==> src/rtl/alarm_sequencer.sv <==
// Alarm sequencer: detects the programmed alarm minute and sequences ringing, snooze,
// stop and timeout for the music player it drives.
module alarm_sequencer #(
  parameter int unsigned SNOOZE_SEC       = 300,
  parameter int unsigned RING_TIMEOUT_SEC = 600,
  parameter int unsigned MAX_SNOOZES      = 3
) (
  input  logic       clk,
  input  logic       rst,
  input  logic       tick_1hz,
  input  logic [4:0] cur_hh,
  input  logic [5:0] cur_mm,
  input  logic [4:0] alm_hh,
  input  logic [5:0] alm_mm,
  input  logic       alarm_en,
  input  logic       snooze_btn,
  input  logic       stop_btn,
  input  logic [1:0] song_cfg,
  output logic       alarm,
  output logic [1:0] sel,
  output logic       song_restart,
  output logic [1:0] state,
  output logic [3:0] snooze_count
);

  localparam int unsigned RingW = $clog2(RING_TIMEOUT_SEC + 1);
  localparam int unsigned SnzW  = $clog2(SNOOZE_SEC + 1);

  localparam logic [RingW-1:0] RingLast = RingW'(RING_TIMEOUT_SEC - 1);
  localparam logic [RingW-1:0] RingMax  = RingW'(RING_TIMEOUT_SEC);
  localparam logic [SnzW-1:0]  SnzLoad  = SnzW'(SNOOZE_SEC);
  localparam logic [3:0]       SnzLimit = 4'(MAX_SNOOZES);

  typedef enum logic [1:0] {
    StIdle    = 2'd0,
    StRinging = 2'd1,
    StSnooze  = 2'd2,
    StDone    = 2'd3
  } state_e;

  state_e           state_q, state_d;
  logic [RingW-1:0] ring_q, ring_d;
  logic [SnzW-1:0]  snz_q, snz_d;
  logic [3:0]       cnt_q, cnt_d;
  logic [1:0]       sel_q, sel_d;
  logic             restart_q, restart_d;
  logic             match;

  assign match = alarm_en && (cur_hh == alm_hh) && (cur_mm == alm_mm);

  always_ff @(posedge clk) begin
    if (rst) begin
      state_q <= StIdle;
    end else begin
      state_q <= state_d;
    end
  end

  always_comb begin
    state_d = state_q;
    unique case (state_q)
      StIdle: begin
        if (match) state_d = StRinging;
      end
      StRinging: begin
        if (!alarm_en)                                state_d = StIdle;
        else if (stop_btn)                            state_d = StDone;
        else if (snooze_btn && (cnt_q < SnzLimit))    state_d = StSnooze;
        else if (tick_1hz && (ring_q == RingLast))    state_d = StDone;
      end
      StSnooze: begin
        if (!alarm_en)                                state_d = StIdle;
        else if (stop_btn)                            state_d = StDone;
        else if (tick_1hz && (snz_q == SnzW'(1)))     state_d = StRinging;
      end
      StDone: begin
        // Holding here until the minute passes blocks a second trigger.
        if (!match) state_d = StIdle;
      end
      default: state_d = StIdle;
    endcase
  end

  always_comb begin
    alarm        = (state_q == StRinging);
    state        = 2'(state_q);
    sel          = sel_q;
    song_restart = restart_q;
    snooze_count = cnt_q;
  end

  // Timers run only while staying in their own state; any other path clears them.
  always_comb begin
    ring_d    = '0;
    snz_d     = '0;
    cnt_d     = cnt_q;
    sel_d     = sel_q;
    restart_d = (state_d == StRinging) && (state_q != StRinging);

    if ((state_q == StIdle) && (state_d == StRinging)) begin
      sel_d = song_cfg;
      cnt_d = '0;
    end

    if ((state_q == StRinging) && (state_d == StRinging)) begin
      ring_d = ring_q;
      if (tick_1hz && (ring_q != RingMax)) ring_d = ring_q + RingW'(1);
    end

    if ((state_q == StRinging) && (state_d == StSnooze)) begin
      snz_d = SnzLoad;
      if (cnt_q != 4'hF) cnt_d = cnt_q + 4'd1;
    end

    if ((state_q == StSnooze) && (state_d == StSnooze)) begin
      snz_d = snz_q;
      if (tick_1hz && (snz_q != '0)) snz_d = snz_q - SnzW'(1);
    end
  end

  always_ff @(posedge clk) begin
    if (rst) begin
      ring_q    <= '0;
      snz_q     <= '0;
      cnt_q     <= '0;
      sel_q     <= 2'b00;
      restart_q <= 1'b0;
    end else begin
      ring_q    <= ring_d;
      snz_q     <= snz_d;
      cnt_q     <= cnt_d;
      sel_q     <= sel_d;
      restart_q <= restart_d;
    end
  end

endmodule
==> config.mk <==
export PLATFORM = sky130hd
export DESIGN_NAME = alarm_sequencer
export DESIGN_NICKNAME = d
export VERILOG_FILES = /design/src/rtl/alarm_sequencer.sv
export SDC_FILE = /design/constraint.sdc
export NUM_CORES = 1
export LEC_CHECK = 0
export CORE_ASPECT_RATIO = 1.4
export CORE_MARGIN = 5
export CORE_UTILIZATION = 49
export CTS_BUF_LIST = sky130_fd_sc_hd__clkbuf_16
export CTS_CLUSTER_DIAMETER = 40
export DETAILED_ROUTE_END_ITERATION = 8
export HOLD_SLACK_MARGIN = 0.1
export PLACE_DENSITY = 0.84
export SETUP_SLACK_MARGIN = 0.05
export SLEW_MARGIN = 20
export SYNTH_ARGS = -nofsm -noshare
export SYNTH_HDL_FRONTEND = slang
export SYNTH_SLANG_ARGS = --single-unit
==> constraint.sdc <==
create_clock -name clk -period 2.9 [get_ports clk]
set_clock_uncertainty 0.2 [all_clocks]
set_input_delay 0.435 -clock clk [delete_from_list [all_inputs] [get_ports clk]]
set_output_delay 0.435 -clock clk [all_outputs]
set_load 0.02 [all_outputs]
# Word-level counts from Yosys, hierarchy flattened

Cells that the tools add are included.

Bits in registers: 28
Input port bits: 30
Output and inout port bits: 10
Logic and storage cells: 55

Add/sub/neg operators: 3
Order comparisons: 1
Equality and inequality tests: 13
Muxes and demuxes: 16
Bitwise logic cells: 1
Reduce and logical (&&, ||, !) cells: 15

Operator list:

| cell                                                   | count |
|---|---|
| 2-to-1 mux 9 bit                                       | 3 |
| 2-to-1 mux 2 bit                                       | 9 |
| logical AND 1 bit                                      | 12 |
| 2-to-1 mux 4 bit                                       | 3 |
| adder 10 x 1 -> 10 bit (second input constant)         | 1 |
| == test 10 bit (second input constant)                 | 1 |
| inequality test 10 bit (second input constant)         | 1 |
| == test 9 x 1 -> 1 bit (second input constant)         | 1 |
| nonzero test 9 bit                                     | 1 |
| subtractor 9 x 1 -> 9 bit (second input constant)      | 1 |
| one-hot mux 2 bit (4 select lines)                     | 1 |
| == test 2 bit (second input constant)                  | 3 |
| == test 6 bit                                          | 1 |
| == test 5 bit                                          | 1 |
| adder 4 x 1 -> 4 bit (second input constant)           | 1 |
| == test 2 x 1 -> 1 bit (second input constant)         | 2 |
| < comparator 4 x 2 -> 1 bit (second input constant)    | 1 |
| inequality test 2 x 1 -> 1 bit (second input constant) | 2 |
| inequality test 4 bit (second input constant)          | 1 |
| logical NOT 2 bit                                      | 1 |
| OR reduction 2 bit                                     | 1 |
| NOT 1 bit                                              | 1 |

# Longest topological paths before layout

Gate-level depths: netlist of run 1.

Depth in word-level cells: 12
Mapped depth: 7
Gate-level depth less buffers: 7

# Worst setup path after synthesis of run 1

OpenSTA, ideal clock, no wires.

Path kind: register to register
Start: reg cnt_q[0] (netlist: snooze_count[0])
End: reg cnt_q[0] (netlist: snooze_count[0])
Setup time: 0.129 ns
Data arrival time: 1.914 ns
Required time: 2.571 ns
Setup slack: 0.658 ns
Cell stages (with the launch flop): 7
Path buffers: 0
Period minus slack after synthesis: 2.242 ns
Path through: dfxtp_1 ha_1 nor4b_1 a21boi_1 a2111oi_1 or4b_2 o31ai_1

Word-level cells in the longest chain between the ends: 11
Elaborated cells between the ends (all ways): 15
Those cells by class: 1 x add/sub; 1 x order compare; 3 x eq/ne; 7 x mux; 3 x reduce/logical

Ends and longest elaborated chain:

| element                            | line | source |
|---|---|---|
| start, declared                    | 44   | `logic [3:0] cnt_q, cnt_d;` |
| start signal, assigned             | 131  | `cnt_q <= cnt_d;` |
| < comparator 4 x 2 -> 1 bit        | 68   | `else if (snooze_btn && (cnt_q < SnzLimit)) state_d = StSnooze;` |
| logical AND 1 bit                  | 68   |  |
| 2-to-1 mux 2 bit                   | 68   |  |
| 2-to-1 mux 2 bit                   | 67   | `else if (stop_btn) state_d = StDone;` |
| 2-to-1 mux 2 bit                   | 66   | `if (!alarm_en) state_d = StIdle;` |
| one-hot mux 2 bit (4 select lines) | 61   | `unique case (state_q)` |
| == test 2 x 1 -> 1 bit             | 100  | `if ((state_q == StIdle) && (state_d == StRinging)) begin` |
| logical AND 1 bit                  | 100  |  |
| 2-to-1 mux 4 bit                   | 100  |  |
| 2-to-1 mux 4 bit                   | 112  | `if (cnt_q != 4'hF) cnt_d = cnt_q + 4'd1;` |
| 2-to-1 mux 4 bit (*)               | 110  | `if ((state_q == StRinging) && (state_d == StSnooze)) begin` |

Every way passes the cells marked *; elsewhere a longest branch is shown, timed or not.
A chain may end at the register's enable or synchronous reset.

# Worst setup path in the final report of run 1

Start: in tick_1hz
End: reg snz_q[1]

Word-level cells in the longest chain between the ends: 9
Elaborated cells between the ends (all ways): 15
Those cells by class: 2 x eq/ne; 9 x mux; 4 x reduce/logical

Ends and longest elaborated chain:

| element                                                                      | line | source |
|---|---|---|
| start, declared                                                              | 10   | `input logic tick_1hz,` |
| logical AND 1 bit                                                            | 69   | `else if (tick_1hz && (ring_q == RingLast)) state_d = StDone;` |
| 2-to-1 mux 2 bit                                                             | 69   |  |
| 2-to-1 mux 2 bit                                                             | 68   |  |
| 2-to-1 mux 2 bit                                                             | 67   |  |
| 2-to-1 mux 2 bit                                                             | 66   |  |
| one-hot mux 2 bit (4 select lines)                                           | 61   |  |
| == test 2 bit                                                                | 115  | `if ((state_q == StSnooze) && (state_d == StSnooze)) begin` |
| logical AND 1 bit                                                            | 115  |  |
| inequality test 2 x 1 -> 1 bit (no line) or 2-to-1 mux 9 bit (tied branches) | -    |  |
| end signal, assigned                                                         | 130  | `snz_q <= snz_d;` |
| end, declared                                                                | 43   | `logic [SnzW-1:0] snz_q, snz_d;` |

Parallel ways exist; a longest one is shown, timed or not.

==> qor.yml, run 1 <==
timing:
  max_freq_mhz: 400
  period_share_pct: 86.2
  hold_violations: 0
  finalSetupTns_ns: 0
  grt_setup_unrepaired: "no"
  worst_slack_ns: 0.401
  period_needed_ns: 2.50
  slew_headroom_pct: 50.7
  drv_slew: 0
  setup_viol: 0
  worst_pin_slew_ns: 0.730
clock_tree:
  cts_resized: 0
  cts_buffer_depth: 2
  clkSinkCount: 28
  cts_hold_buf: 0
  cts_tree: "yes"
  clkTransAtPathRegs_ns: 0.07
  insertion_delay_ns: 0.26
  cts_buffers: 3
  post_cts_buffers: 0
  ctsHtreeMaxLevel: 1
  clockRootBuffer: "clkbuf_16"
drt:
  ant_nets: 0
  dr.first_iter.drc_count: 38
  dr.pass1.iters: 4
  drc: 0
  vias_per_cell: 5.77
  vias: 1522
  wl_mm: 3.76
  wl_per_cell_um: 14.2
job:
  drv_cap: 0
synth:
  synth_edf_count: 0
  ys_types: 49
  yosysWarnings: 0
  ys_ff_latch: 28
  synth_area_per_cell_um2: 9.00
  syn_area_um2: 1600
  synthCells: 178
  synthAdderAreaFrac_pct: 4.68
  syn_nets: 214
  postSynth.asyncResetShare_pct: 0
  synth_mux_area_share_pct: 1.87
  synth-seq-area-share_pct: 35.0
  synth_top_family_by_area: "simple AND/OR/NAND/NOR gates"
  synth_top_cell_by_area: "dfxtp_1"
  yosys.area_share.xor_xnor_pct: 13.1
  synth_top_area_share_pct: 35.0
  synth_compound_area_share_pct: 16.0
  synth_ff_type: "dfxtp_1"
  netlist_top_cells_area: "dfxtp_1 35%, xnor2_1 9.8%, nor2_1 5.2%"
  synthSimpleGateAreaFrac_pct: 26.4
critical_path:
  cpMaxStageDelayCell: "a221oi_2"
  critPathLaunchType: "input pin"
  critPathRequiredTime_ns: 2.88
  critPathMaxFanout: 6
  arrival_ns: 2.48
  crit_family: "compound AO/OA/AOI/OAI gates"
  path_class: "input pin to flip-flop"
  path_buf_inv: 1
  crit_path_end_kind: "flip-flop"
  max_stage_delay_ns: 0.53
  path_cells: "clkdlybuf4s50_1 > and3_1 > nand4bb_1 > a221oi_2 > nand3b_1 > a211oi_1"
global_route:
  gr-total-overflow: 0
  grt_pass1_wl_mm: 6.42
  grt_pass1_vias: 1485
  grt_antenna_before_repair: 0
  gr-usage-all-layers_pct: 17.6
  grt_max_degree: 17
run_status:
  outcome: "finished clean"
die:
  dieArea_um2: 4530
  std_cell_rows: 24
  io_pins: 40
  dieHeight_um: 77.7
  start_util_pct: 51.3
  core_um2: 3120
  die_w_um: 58.3
cells_and_area:
  fin_nets: 262
  diodes: 0
  final_cells: 264
  area_growth_pct: 36.4
  final_util_pct: 70.0
  drive_gt1_share_pct: 8.44
  final_area_um2: 2190
power:
  peakVddDrop_mv: 0.407
  powerDensity_nw_per_um2: 398
  leakagePower_nw: 0.805
place:
  port-buffer-count: 39
  gp_congestion: 0.866
  place_area_um2: 2080
  placedCellCount: 260
  post-place-ws_ns: 0.167
  place_hpwl_mm: 2.98
hold_path:
  hold_path.class: "flip-flop to flip-flop"
-- worst reg2reg max path, stage by stage (launching register included) --
cell	delay [ns]
dfxtp_1	0.33
ha_1	0.23
nor4b_1	0.25
buf_4	0.17
a21boi_1	0.11
a221oi_2	0.49
nand3b_1	0.31
a211oi_1	0.27
-- registers in the layout, indices dropped and copies added (netlist names) --
register and flops:
sel 2, snz_q 9, ring_q 10, snooze_count 4, song_restart 1, state 2
-- cells in the mapped netlist, types with 3 or more instances --
cell type and count:
a22oi_1 3, ha_1 6, nor2_1 22, xor2_1 6, nor4b_1 3, nand2_1 10, a21oi_1 4, inv_1 9
xnor2_1 18, and3_1 6, nor3_1 3, dfxtp_1 28, nand4_1 7, mux2i_1 3, nand2b_1 4
-- cells in the final DEF, fill, tap and decap left out, drive strengths merged, types with 4 or more instances in the layout --
cell type / count
clkdlybuf4s50: 39
dfxtp: 28
nor2: 22
xnor2: 18
nand2: 10
inv: 9
nand4: 7
buf: 7
and3: 6
xor2: 6
ha: 6
nand2b: 4
a21oi: 4
-- report_power, final --
part / switching (mW) / internal, mW
clock: 0.130 / 0.275
sequential: 0.0000288 / 0.384
combinational: 0.0296 / 0.0517
total: 0.160 / 0.711
-- per-stage QoR --
stage | hold WS (ns) | power [mW]
3_5_place_dp | 0.281 | 0.475
4_1_cts | 0.297 | 0.872
5_1_grt | 0.328 | 0.900
3_3_place_gp | 0.283 | 0.473
2_1_floorplan | 0.280 | 0.425
6_report | 0.294 | 0.871
-- metal layers --
| layer | global-route usage (%) | wire length (um) | vias up |
|---|---|---|---|
| li1 | - | - | 743 |
| met1 | 20.0 | 1470 | 710 |
| met2 | 31.0 | 1980 | 58 |
| met3 | 2.99 | 229 | 11 |
| met4 | 8.12 | 83 | 0 |
| met5 | 0 | 0 | - |
-- worst paths after layout --
kind                                      start  slack, ns  cells past startpoint               to
worst max-delay path                   tick_1hz       0.40                      6         snz_q[1]
worst min-delay path            snooze_count[2]       0.29                      1  snooze_count[2]
worst max register to register  snooze_count[0]       0.46                      7         snz_q[1]
worst min register to register  snooze_count[2]       0.29                      1  snooze_count[2]
-- logic make-up (layout without fill, tap and decap cells) --
family | count (synthesis) | in the layout
adders and majority gates | 6 | 6
and+or+nand+nor | 74 | 74
muxes | 3 | 3
buffers and inverters | 12 | 59
xor gates and xnor gates | 24 | 24
DFF | 28 | 28
AOI/OAI and AO/OA | 31 | 31
-- area by class of cell --
class | instances | area, um^2
clock inverter | 1 | 30.0
inverter | 9 | 33.8
fill | 258 | 937
timing repair buffer | 46 | 443
multi-input combinational | 138 | 995
tap | 39 | 48.8
clock buffer | 3 | 75.1
sequential | 28 | 561
No activity file was read; power rests on OpenSTA's default activity.
==> run 2, diff against run 1 <==
CTS_CLUSTER_SIZE = 30   (was unset)
SLEW_MARGIN = 40   (was 20)
==> results of run 2 <==
Same layout as run 1: the final DEF is identical, and so are final timing and power.
